## src/rtl/fb_write_arbiter_pkg.sv

```systemverilog
// Shared framebuffer types and constants for the write-port arbiter and its neighbours.
// The arbiter state enum is exported here so debug LEDs can decode it.
package fb_write_arbiter_pkg;

    localparam int ADDR_BITS    = 18;
    localparam int COLOR_BITS   = 16;
    localparam int FRAME_PIXELS = 196608;
    localparam logic [COLOR_BITS-1:0] CLEAR_COLOR = 16'h0000;

    typedef logic [ADDR_BITS-1:0]  fb_addr_t;
    typedef logic [COLOR_BITS-1:0] fb_color_t;

    typedef enum logic [1:0] {
        ST_IDLE  = 2'd0,
        ST_FILL  = 2'd1,
        ST_CLEAR = 2'd2
    } arb_state_t;

endpackage

```

## src/rtl/fb_clear_counter.sv

```systemverilog
// Loadable up-counter that walks the clear engine across the frame.
// tc flags the terminal address so the engine can stop on the final write.
module fb_clear_counter
    import fb_write_arbiter_pkg::*;
#(
    parameter int WIDTH = ADDR_BITS,
    parameter logic [WIDTH-1:0] TERMINAL = WIDTH'(FRAME_PIXELS - 1)
) (
    input  logic             clk,
    input  logic             rst_n,
    input  logic             load,
    input  logic [WIDTH-1:0] load_value,
    input  logic             en,
    output logic [WIDTH-1:0] count,
    output logic             tc
);

    always_ff @(posedge clk or negedge rst_n) begin
        if (!rst_n) begin
            count <= '0;
        end else if (load) begin
            count <= load_value;
        end else if (en) begin
            count <= count + WIDTH'(1);
        end
    end

    assign tc = (count == TERMINAL);

endmodule

```

## src/rtl/fb_write_arbiter.sv

```systemverilog
// Owns framebuffer BRAM port A and shares it between the triangle fill stream
// and the frame-clear engine; a clear never splits a triangle and vice versa.
module fb_write_arbiter #(
    parameter int ADDR_BITS    = fb_write_arbiter_pkg::ADDR_BITS,
    parameter int COLOR_BITS   = fb_write_arbiter_pkg::COLOR_BITS,
    parameter int FRAME_PIXELS = fb_write_arbiter_pkg::FRAME_PIXELS,
    parameter logic [COLOR_BITS-1:0] CLEAR_COLOR = fb_write_arbiter_pkg::CLEAR_COLOR
) (
    input  logic                  clk,
    input  logic                  rst_n,
    input  logic                  clear_req,
    output logic                  clear_busy,
    output logic                  clear_done,
    input  logic                  fill_valid,
    output logic                  fill_ready,
    input  logic [ADDR_BITS-1:0]  fill_addr,
    input  logic [COLOR_BITS-1:0] fill_color,
    input  logic                  fill_last,
    output logic                  tri_done,
    output logic                  oob_err,
    output logic                  wea,
    output logic [ADDR_BITS-1:0]  addra,
    output logic [COLOR_BITS-1:0] dina
);

    import fb_write_arbiter_pkg::*;

    localparam logic [ADDR_BITS:0]   FRAME_LIMIT = (ADDR_BITS + 1)'(FRAME_PIXELS);
    localparam logic [ADDR_BITS-1:0] LAST_ADDR   = ADDR_BITS'(FRAME_PIXELS - 1);

    arb_state_t           state;
    logic                 pending;
    logic                 clr_last_q;
    logic [ADDR_BITS-1:0] clr_cnt;
    logic                 clr_tc;
    logic                 accept;
    logic                 in_frame;

    // A clear request seen in IDLE wins the port over a simultaneous fill beat.
    assign fill_ready = rst_n && (state != ST_CLEAR)
                        && !((state == ST_IDLE) && (clear_req || pending));
    assign accept     = fill_valid && fill_ready;
    assign in_frame   = ({1'b0, fill_addr} < FRAME_LIMIT);
    assign clear_busy = rst_n && (pending || (state == ST_CLEAR)
                        || ((state == ST_IDLE) && clear_req));

    fb_clear_counter #(
        .WIDTH    (ADDR_BITS),
        .TERMINAL (LAST_ADDR)
    ) u_clear_counter (
        .clk        (clk),
        .rst_n      (rst_n),
        .load       ((state != ST_CLEAR) || clr_tc),
        .load_value ('0),
        .en         (state == ST_CLEAR),
        .count      (clr_cnt),
        .tc         (clr_tc)
    );

    // clear_done trails the final clear write by one cycle via clr_last_q.
    always_ff @(posedge clk or negedge rst_n) begin
        if (!rst_n) begin
            state      <= ST_IDLE;
            pending    <= 1'b0;
            clr_last_q <= 1'b0;
            wea        <= 1'b0;
            addra      <= '0;
            dina       <= '0;
            tri_done   <= 1'b0;
            clear_done <= 1'b0;
            oob_err    <= 1'b0;
        end else begin
            wea        <= 1'b0;
            tri_done   <= 1'b0;
            clr_last_q <= 1'b0;
            clear_done <= clr_last_q;

            if (accept) begin
                wea      <= in_frame;
                addra    <= fill_addr;
                dina     <= fill_color;
                tri_done <= fill_last;
                if (!in_frame) begin
                    oob_err <= 1'b1;
                end
            end

            case (state)
                ST_IDLE: begin
                    if (clear_req || pending) begin
                        state <= ST_CLEAR;
                    end else if (accept && !fill_last) begin
                        state <= ST_FILL;
                    end
                end
                ST_FILL: begin
                    if (clear_req) begin
                        pending <= 1'b1;
                    end
                    if (accept && fill_last) begin
                        state <= (pending || clear_req) ? ST_CLEAR : ST_IDLE;
                    end
                end
                ST_CLEAR: begin
                    wea   <= 1'b1;
                    addra <= clr_cnt;
                    dina  <= CLEAR_COLOR;
                    if (clr_tc) begin
                        state      <= ST_IDLE;
                        pending    <= 1'b0;
                        clr_last_q <= 1'b1;
                    end
                end
                default: state <= ST_IDLE;
            endcase
        end
    end

endmodule

```

## config.mk

```make
export PLATFORM = sky130hd
export DESIGN_NAME = fb_write_arbiter
export DESIGN_NICKNAME = d
export VERILOG_FILES = /design/src/rtl/fb_write_arbiter_pkg.sv /design/src/rtl/fb_clear_counter.sv /design/src/rtl/fb_write_arbiter.sv
export SDC_FILE = /design/constraint.sdc
export NUM_CORES = 1
export LEC_CHECK = 0
export BUFFER_PORTS_ARGS = -buffer_cell sky130_fd_sc_hd__buf_2
export CAP_MARGIN = 20
export CORE_ASPECT_RATIO = 0.5
export CORE_MARGIN = 10
export CORE_UTILIZATION = 35
export DETAILED_ROUTE_END_ITERATION = 12
export HOLD_SLACK_MARGIN = 0.1
export PLACE_DENSITY = 0.57
export RECOVER_POWER = 25
export SKIP_LAST_GASP = 1
export SYNTH_ARGS = -nofsm -noshare
export SYNTH_HDL_FRONTEND = slang
export SYNTH_SLANG_ARGS = --single-unit
```

## constraint.sdc

```tcl
create_clock -name clk -period 2.7 [get_ports clk]
set_input_delay 0.27 -clock clk [delete_from_list [all_inputs] [get_ports clk]]
set_output_delay 0.27 -clock clk [all_outputs]
set_load 0.05 [all_outputs]
```

## Yosys cells after proc, flatten, opt, wreduce, memory -nomap -nowiden

Index checks and enable logic that the tools add are counted.
Widths: inputs -> output; s select.

- Register bits after elaboration: 60
- Bits in latches: 0
- Bits in writable memories: 0
- Memory bits (read-only): 0
- Bits of input ports: 39
- Output and inout bits: 40
- Word-level logic and storage cells: 62
- Memories: 0

- Add/subtract/negate cells: 1
- $mul: 0
- Divide/modulo/power cells: 0
- Magnitude comparators: 1
- Equality and inequality tests: 8
- Shift-type cells: 0
- Mux-type cells: 20
- Bitwise operators: 1
- Reductions and logical operators: 21

Operators by type and width:

| cell | count |
|---|---|
| $mux 18 | 4 |
| $mux 16 | 2 |
| $add 18x1->18 const B | 1 |
| $eq 18x18->1 const B | 1 |
| $lt 18x18->1 const B | 1 |
| $mux 2 | 5 |
| $logic_and 1x1->1 | 8 |
| $ne 2x2->1 const B | 4 |
| $mux 1 | 7 |
| $pmux 2 s3 | 1 |
| $reduce_and 3->1 | 2 |
| $reduce_bool 2->1 | 3 |
| $logic_or 1x1->1 | 4 |
| $ne 3x1->1 const B | 1 |
| $eq 2x1->1 const B | 1 |
| $eq 2x2->1 const B | 1 |
| $logic_not 1->1 | 2 |
| $logic_not 2->1 | 1 |
| $pmux 1 s2 | 1 |
| $reduce_and 2->1 | 1 |
| $not 1->1 | 1 |

## Longest topological paths before layout

Gate-level depths: netlist of the first run.

- Word-level depth: 9
- Gate-level depth with buffers: 6
- Gate-level depth less buffers: 5

## By module

Synthesis of the first run repeated with hierarchy kept, for this count alone.

- Cells, all modules: 252
- Area total of the unflattened synthesis: 2806.4 µm²

By module, submodules not included:

| module | times used | cells an instance | area each (µm²) | sequential area each (µm²) |
|---|---|---|---|---|
| fb_write_arbiter | 1 | 133 | 1724.2 | 1051.0 |
| fb_clear_counter | 1 | 119 | 1082.3 | 450.4 |

## Least setup slack after synthesis of the first run

OpenSTA, ideal clock, no wires.

- Path kind: register to register
- Start point: register u_clear_counter.count[0]
- End point: register state[1]
- Library setup time: 0.116 ns
- Arrival time: 1.416 ns
- Data required time: 2.584 ns
- Setup slack: 1.168 ns
- Cell stages (with the launch flop): 7
- Buffers on the path: 1
- Clock period less this slack: 1.532 ns
- Cells stage by stage: dfrtp_1 > ha_1 > nand3_2 > nor4_4 > a21o_4 > buf_8 > nand2_1

- Word-level cells in the longest chain between the ends: 3

Ends and longest elaborated chain:

| what | RTL line | source |
|---|---|---|
| start, declared | fb_clear_counter.sv:14 | `output logic [WIDTH-1:0] count,` |
| start signal, assigned | fb_clear_counter.sv:22 | `count <= load_value;` |
| start signal, assigned | fb_clear_counter.sv:24 | `count <= count + WIDTH'(1);` |
| $eq 18x18->1 | fb_clear_counter.sv:28 | `assign tc = (count == TERMINAL);` |
| $ne 2x2->1 (no source line) | -- |  |
| $reduce_and 3->1 (no source line) | -- |  |
| end signal, assigned | fb_write_arbiter.sv:101 | `state <= (pending \|\| clear_req) ? ST_CLEAR : ST_IDLE;` |
| end, declared | fb_write_arbiter.sv:31 | `arb_state_t state;` |

Every way passes these cells.
A chain may end at the register's enable or synchronous reset.

## Final worst setup path of the first run

- Start point: input port rst_n
- End point: register addra[6]

- Word-level cells in the longest chain between the ends: 4

Ends and longest elaborated chain:

| what | RTL line | source |
|---|---|---|
| start, declared | fb_write_arbiter.sv:10 | `input logic rst_n,` |
| $logic_and 1x1->1 | fb_write_arbiter.sv:40 | `assign fill_ready = rst_n && (state != ST_CLEAR)` |
| $logic_and 1x1->1 | fb_write_arbiter.sv:41 | `&& !((state == ST_IDLE) && (clear_req \|\| pending));` |
| $logic_and 1x1->1 | fb_write_arbiter.sv:42 | `assign accept = fill_valid && fill_ready;` |
| $reduce_bool 2->1 (no source line) | -- |  |
| end signal, assigned | fb_write_arbiter.sv:80 | `addra <= fill_addr;` |
| end signal, assigned | fb_write_arbiter.sv:106 | `addra <= clr_cnt;` |
| end, declared | fb_write_arbiter.sv:22 | `output logic [ADDR_BITS-1:0] addra,` |

Every way passes these cells.

==> results of run 1 <==
power by group through the flow:
stage / registers (W) / logic, W / clock network [W]
after global routing: 0.00110 / 0.000452 / 0.00124
after CTS: 0.00108 / 0.000425 / 0.00120
after floorplan: 0.00122 / 0.000137 / 0
final: 0.00108 / 0.000416 / 0.00118
after global placement: 0.00109 / 0.000413 / 0
after detailed placement: 0.00110 / 0.000422 / 0
metrics by stage:
step / total power, W / utilization (%) / instance area, um2 / hold WS (ns) / worst slack [ns]
floorplan: 0.00136 / - / 2670 / -0.0256 / 1.17
global placement: 0.00150 / 42.6 / 3140 / 0.303 / 0.881
detailed placement: 0.00152 / 42.6 / 3140 / 0.307 / 0.851
CTS: 0.00270 / 46.9 / 3460 / 0.130 / 0.608
global route: 0.00279 / 46.9 / 3460 / 0.139 / 0.404
finish: 0.00268 / 46.9 / 3460 / 0.135 / 0.617
registers in the layout (all words and copies together) (netlist names):
name / count
clear_done: 1
pending: 1
clr_last_q: 1
addra: 18
tri_done: 1
state: 2
oob_err: 1
u_clear_counter.count: 18
dina: 16
wea: 1
worst max-delay path by stage:
stage	to	slack, ns	from	depth (start not counted)
finish	addra[6]	0.62	rst_n	7
global route	addra[10]	0.40	rst_n	7
CTS	addra[4]	0.61	rst_n	7
detailed placement	addra[13]	0.85	state[1]	5
global placement	addra[4]	0.88	rst_n	6
floorplan	state[1]	1.17	u_clear_counter.count[0]	6
critical path, stage by stage:
cell	delay, ns
sky130_fd_sc_hd__dlygate4sd3_1	0.54
sky130_fd_sc_hd__clkbuf_1	0.14
sky130_fd_sc_hd__buf_4	0.33
sky130_fd_sc_hd__o211ai_2	0.41
sky130_fd_sc_hd__buf_4	0.35
sky130_fd_sc_hd__o22ai_1	0.18
sky130_fd_sc_hd__nor2_1	0.07
cell type report:
type | instances | share of cell area [%]
multi-input cells | 191 | 30.8
clock inverters | 5 | 2.24
clock buffers | 10 | 6.62
well taps | 96 | 3.47
repair buffers | 86 | 13.0
flip-flops and latches | 60 | 43.4
inverters | 4 | 0.434
placed cells by master (no fill, tap or decap), types with 3 or more instances in the layout:
cell	netlist	routed
sky130_fd_sc_hd__and2_1	3	3
sky130_fd_sc_hd__buf_2	8	77
sky130_fd_sc_hd__buf_4	0	6
sky130_fd_sc_hd__clkbuf_16	0	9
sky130_fd_sc_hd__dfrtp_1	60	60
sky130_fd_sc_hd__inv_1	4	4
sky130_fd_sc_hd__nand2_1	38	38
sky130_fd_sc_hd__nand3_1	20	20
sky130_fd_sc_hd__nand4_1	3	3
sky130_fd_sc_hd__nor2_1	42	42
sky130_fd_sc_hd__nor3_1	20	20
sky130_fd_sc_hd__nor4_1	5	5
sky130_fd_sc_hd__o21ai_0	3	3
sky130_fd_sc_hd__o22ai_1	17	17
sky130_fd_sc_hd__xnor2_1	10	10
sky130_fd_sc_hd__xor2_1	4	4
routing by layer:
metal,up-vias,share of wire [%],GRT usage (%)
met2,61,52,21.2
li1,1103,-,-
met3,13,6.3,4.20
met1,1131,40,14.2
met5,-,0,0
met4,0,1.5,5.36
kinds of logic (layout without fill, tap and decap cells):
group           count (synthesis)  in the layout  synth area share [%]
fa+ha+maj                       1              1                 0.469
compound gates                 32             32                  8.31
buf+inv                        19            105                  3.75
simple gates                  143            143                  26.2
flops                          60             60                  56.3
xor+xnor                       14             14                  4.60
mux                             1              1                 0.375
==> results by stage, run 1 <==
Critical path:
- The peak fanout along the critical path is 26.
- The destination of the worst register-to-register timing path is addra[9].
- For the worst flop-to-flop path, the logic depth is 5.
- The required time reported for the critical path endpoint is 2.91 ns.
- The startpoint type of the worst setup path is a primary input.
- At the worst endpoint, the arrival time is 2.29 ns.
- The reg-to-reg setup timing slack is 0.86 ns.
- The critical path in this run is classified as in -> reg.
- The reg-to-reg startpoint is state[1].
- The worst setup path is captured at a flip-flop.

Clock tree:
- In this run the clock root is driven by a sky130_fd_sc_hd__clkbuf_16.
- The clock tree from TritonCTS is yes.
- The number of gates resized after CTS is 0.
- The clock edge transition at the registers on the reported setup and hold paths is 0.05 ns.
- The maximum number of buffers from clock root to sink is 2.
- The buffer count from post-CTS setup fixing is 0.
- The number of H-tree levels is 3.
- CTS saw 60 sinks.
- Buffers inserted to repair hold after CTS numbered 1.
- At the later pin of the worst-skew pair, clock insertion delay measures 0.33 ns.
- The total clock buffers created by CTS is 9.

Synth:
- The cell area that synthesis handed to floorplanning was 2670 um2.
- The most area-hungry cell type in the Yosys netlist is sky130_fd_sc_hd__dfrtp_1.
- Yosys attributes the largest share of cell area to sky130_fd_sc_hd__dfrtp_1 56%, sky130_fd_sc_hd__nor2_1 5.9%, sky130_fd_sc_hd__nand2_1 5.3%, sky130_fd_sc_hd__o22ai_1 4.0%, sky130_fd_sc_hd__nand3_1 3.8%.
- The total number of yosys warnings is 0.
- The most used flip-flop cell after synthesis is sky130_fd_sc_hd__dfrtp_1.
- The most frequent cell after synthesis is sky130_fd_sc_hd__dfrtp_1.
- The fraction of registers with async set or reset after synthesis is 100%.
- After synthesis, the mean cell area works out to 9.88 um2.
- Synthesis handed over a netlist of 270 instances.
- The flop and latch count out of synthesis is 60.
- The netlist uses 40 different library cells.
- The number of flops mapped to enable cells by yosys is 0.
- The number of nets handed over by synthesis was 310.
- In this run the biggest area consumer among cell types represents 56.3% of the synthesized area.
- The sequential area share after synthesis is 56.3%.
- By count the netlist is led by 60 x sky130_fd_sc_hd__dfrtp_1, 42 x sky130_fd_sc_hd__nor2_1, 38 x sky130_fd_sc_hd__nand2_1.

Cells and area:
- The layout has 725 filler cells.
- Leaving out filler cells and counting taps, the final layout contains 452.
- Summing all multi-input logic gate instances after layout gives 1060 um2.
- The final layout net count is 392.
- The antenna diode count is 0.
- The post-route netlist has 29.8% of its cells at a drive strength greater than 1.
- From synthesis to final layout, the design area changed by 29.7%.
- In the final layout, flip-flops and latches occupy 1500 um2.

STA:
- The timing-limited maximum frequency is 480 MHz.
- The final setup violation count is 0.
- The final-report hold violation count came to 0.
- In the final timing run, aggregate negative setup slack is 0 ns.
- Setup repair after global routing left no endpoint under its margin.
- Measured against its own limit, the worst slew margin works out to 36.3%.
- The share of the clock period used by the worst path is 77.1%.
- The count of final max-slew check failures was 0.
- The smallest clock period supported by the final layout is computed as 2.08 ns.
- On the final layout, the worst clock skew is 0.00619 ns.
- At the pin with the least slew margin, the transition time is 0.956 ns.

Pwr:
- In this run the power density over the cells is 776 nW/um2.
- Of the total power, registers draw 40.3%.
- The worst-case IR drop observed on VDD is 0.314 mV.
- The combinational share of power is 15.5%.
- The clock network accounts for 44.2% of the total power.
- For this design the total switching power over the nets is 0.000778 W.
- In this run the static leakage power is 1.82 nW.
- The internal power of the cells is 0.00190 W.
- The switching share of total power is 29.0%.

Hold path:
- The worst hold path startpoint is fill_color[7].
- The worst hold path was traced through 3 stages.
- The class of the most critical hold timing path is in -> reg.
- The worst hold path terminates at dina[7].

Route:
- The first detailed-routing pass ran for 5 iterations.
- For this run, design rule violations remaining after detail routing come to 0.
- Summing over every cut layer, the via total after detailed routing is 2308.
- The detailed-route wire length per cell is 15.8 um.
- The number of nets with antenna violations after routing is 0.
- After detailed routing, the total wire length is 7.14 mm.
- Using the TritonRoute via totals, the vias-per-cell ratio works out to 5.11.
- The number of design-rule violations left by the first detailed-router iteration is 169.

Placed design:
- Routability-driven placement finished with a final weighted congestion of 0.750.
- The detailed placer's ending HPWL is 5.32 mm.
- In this run the tool buffered the top-level ports with 78 buffer cells.
- The cell total after placement is 436.

Die:
- The starting density of the core is 36.1%.
- The die is 81.7 um tall.
- The floorplan die area is 11700 um2.
- The area of the core is 7380 um2.
- The cell row count is 22.
- For this design the top-level I/O count stands at 79.
- The die is 143 um wide.

Global routing:
- The global-route wire length before repair is 11.6 mm.
- The initial antenna violation count is 0.
- The pin count of the biggest net entering global routing is 39.
- The number of global-route vias before repair came to 2354.
- The global-route usage over all layers is 12.4%.
- The total grt overflow is 0.

Flow run:
- The max-cap check violation count is 0.

Run status:
- The run finished with clean final reports.
Power figures use the tool's default switching activity.
==> run 2, diff against run 1 <==
PLACE_DENSITY = 0.59   (was 0.57)
clock period = 1.7 ns   (was 2.7 ns; I/O delays follow)
==> run 2 against run 1 <==
- routed wire length up 3.7%
- sequential cell count unchanged
- combinational power up 76%
==> results by stage, run 2 (synthesized netlist as in run 1, its figures left out) <==
Global routing:
- Global routing used 12.9% of the available tracks across all layers.
- Entering global routing, the biggest net connects 42 pins.
- The global routing stage identified its most utilized layer as met2.
- The initial antenna violation count is 0.
- Summed over all layers, the global routing overflow is 0.
- The global-route met1 utilization is 15.2%.
- The global routing usage on met3 is 4.15%.
- The global-route wire length before repair is 12.0 mm.
- The number of global-route vias before repair came to 2346.
- The met2 track demand over resource is 21.3%.

STA:
- The minimum period implied by the final worst setup slack is 1.64 ns.
- In this run the tightest slew margin relative to its limit is 57.9%.
- The count of final max-slew check failures came to 0.
- Setup repair after global routing could not meet its margin everywhere.
- Once routing completed, OpenROAD measured the worst setup slack at 0.0631 ns.
- The timing-limited maximum frequency is 611 MHz.
- In the final timing run, aggregate negative setup slack is 0 ns.
- At the pin with the least slew margin, the transition time is 0.634 ns.
- The final setup violation count is 0.
- The final-report hold violation count was 0.
- The worst path uses 96.3% of the clock period.
- The post-route clock skew is 0.00445 ns.

Route:
- After the first detailed-routing iteration, the DRC count stood at 195.
- The count of vias placed by the detailed router is 2361.
- The detailed-route wire length per cell is 15.5 um.
- The overall routed net length is 7.40 mm.
- The number of nets with antenna violations after routing is 0.
- The number of DRC violations after detailed routing is 0.
- The detailed-router iteration count before antenna repair is 4.
- In the routed layout, each cell is associated on average with a via count of 4.94.

Cells and area:
- The filler-free cell count of the finished design is 478.
- From synthesis to final layout, the design area changed by 38.2%.
- The layout has 684 filler cells.
- For this run, the share of the core covered by cells in the final layout is 49.9%.
- The final layout net count is 418.
- The largest registers in the layout are addra (18), u_clear_counter.count (18), dina (16).
- The repair_antennas step left the layout with diodes totalling 0.
- The commonest non-fill, non-tap cell in the layout is sky130_fd_sc_hd__buf_2.
- Of the cells placed in the final design, the portion with a size suffix greater than 1 is 26.4%.
- In the layout the commonest cells are 61 x sky130_fd_sc_hd__buf_2, 60 x sky130_fd_sc_hd__dfrtp_1, 42 x sky130_fd_sc_hd__nor2_1.

Clock tree:
- At the later pin of the worst-skew pair, clock insertion delay measures 0.32 ns.
- The clock tree from TritonCTS is yes.
- The buffer cell driving the clock tree root is sky130_fd_sc_hd__clkbuf_16.
- The number of clock sinks is 60.
- The maximum number of buffers from clock root to sink is 2.
- The number of H-tree levels is 3.
- The total clock buffers created by CTS is 9.
- The buffer count from post-CTS setup fixing is 0.
- The clock edge transition at the registers on the reported setup and hold paths is 0.05 ns.

Placed design:
- The count of buffers added on input and output ports is 78.
- The last weighted congestion value of the routability-driven placer is 0.772.
- The pre-CTS worst setup slack is 0.0759 ns.
- Detailed placement finished with a half-perimeter wire length of 5.33 mm.
- The cell total after placement is 446.

Pwr:
- For this design the total switching power over the nets is 0.00121 W.
- The worst-case IR drop observed on VDD is 0.558 mV.
- The power density of the placed cells is 1150 nW/um2.
- Net switching is 28.6% of the power.
- The internal power of the cells totals 0.00302 W.
- Registers are responsible for 40.1% of the overall power.
- The static power due to leakage is 1.86 nW.
- The clock share of power is 42.6%.
- The combinational share of power is 17.3%.

Critical path:
- The largest single stage delay on the critical path is 0.51 ns.
- The required time reported for the critical path endpoint is 1.53 ns.
- Along the worst path, the maximum fanout reaches 10.
- The buffers plus inverters on the worst setup path is 4.
- The critical path starts at rst_n.
- The endpoint class of the critical path is a primary output.
- In this run the critical register-to-register path is launched from u_clear_counter.count[4].
- The slowest stage of the critical path belongs to the cell sky130_fd_sc_hd__dlygate4sd3_1.
- STA classifies the critical path startpoint as a primary input.
- The critical path goes through dlygate4sd3_1, buf_2, buf_4, o21a_1, buf_2.
- The most prevalent standard cell on the critical path is sky130_fd_sc_hd__buf_2.
- The critical path in this run is classified as in -> out.
- The dominant delay contributor by cell family on the critical path is buffers and inverters.
- For the worst setup path, the data arrival time is 1.47 ns.

Die:
- The floorplan die area is 11700 um2.
- The initial utilization of the core area, before any placement, comes to 36.1%.
- The number of top-level design ports is 79.
- The cell row count is 22.
- The x dimension of the die is 143 um.
- The die height is 81.7 um.
- The core region is 7380 um2.

Hold path:
- In this run the worst hold path is classified as in -> reg.
- The worst hold path startpoint is fill_addr[17].

Flow run:
- The max-cap check violation count is 0.

Run status:
- The run finished with clean final reports.
run 2: cell types whose count changed in the layout (fill, tap and decap cells not counted), sizes merged:
cell         before  now
bufinv            2    0
buf              83   77
dlygate4sd3       1   17
clkbuf           12   33
clkinvlp          1    0
clkinv            2    0
run 2: path summary, 6_finish.rpt:
kind	endpoint	slack (ns)	cells past startpoint
setup / recovery	fill_ready	0.06	5
hold / removal	addra[17]	0.11	2
setup reg to reg	u_clear_counter.count[13]	0.12	4
hold reg to reg	clear_done	0.35	0
max in group asynchronous	addra[11]	0.54	4
min in group asynchronous	addra[1]	0.40	3
run 2: layer usage:
| metal | wire [um] | vias up |
|---|---|---|
| met4 | 164 | 0 |
| met2 | 3600 | 76 |
| li1 | - | 1155 |
| met3 | 450 | 16 |
| met1 | 3180 | 1114 |
| met5 | 0 | - |
run 2: stage by stage:
| step | hold slack, ns | area, um2 | total power, W |
|---|---|---|---|
| finish | 0.111 | 3680 | 0.00423 |
| global route | 0.117 | 3680 | 0.00442 |
| CTS | 0.101 | 3710 | 0.00429 |
| detailed placement | 0.218 | 3230 | 0.00243 |
| global placement | 0.215 | 3230 | 0.00241 |
| floorplan | -0.126 | 2670 | 0.00216 |
run 2: power by group through the flow:
stage                     clock network, W  registers [W]  logic [W]
after global placement                   0        0.00171   0.000708
after floorplan                          0        0.00194   0.000218
final                              0.00180        0.00170   0.000734
after global routing               0.00191        0.00172   0.000797
after detailed placement                 0        0.00171   0.000716
after CTS                          0.00185        0.00169   0.000747
run 2: worst reg2reg max path, cell delays in order (launching register included):
cell	delay [ns]
sky130_fd_sc_hd__dfrtp_1	0.49
sky130_fd_sc_hd__nand4_4	0.26
sky130_fd_sc_hd__nor4_4	0.36
sky130_fd_sc_hd__a21o_4	0.28
sky130_fd_sc_hd__nor2_1	0.08
run 2: what timing repair did:
item	in CTS	in global routing
endpoints found under the setup margin	0	29
hold endpoints to repair	35	0
resized for setup	0	1
hold buffers	17	0
run 2: cell type report:
type / instances / area [um2] / share of cell area (%)
Clock buffer: 15 / 308 / 8.35
Timing Repair Buffer: 112 / 676 / 18.3
Tap cell: 96 / 120 / 3.26
Sequential cell: 60 / 1500 / 40.7
Multi-Input combinational cell: 191 / 1060 / 28.9
Inverter: 4 / 15.0 / 0.407
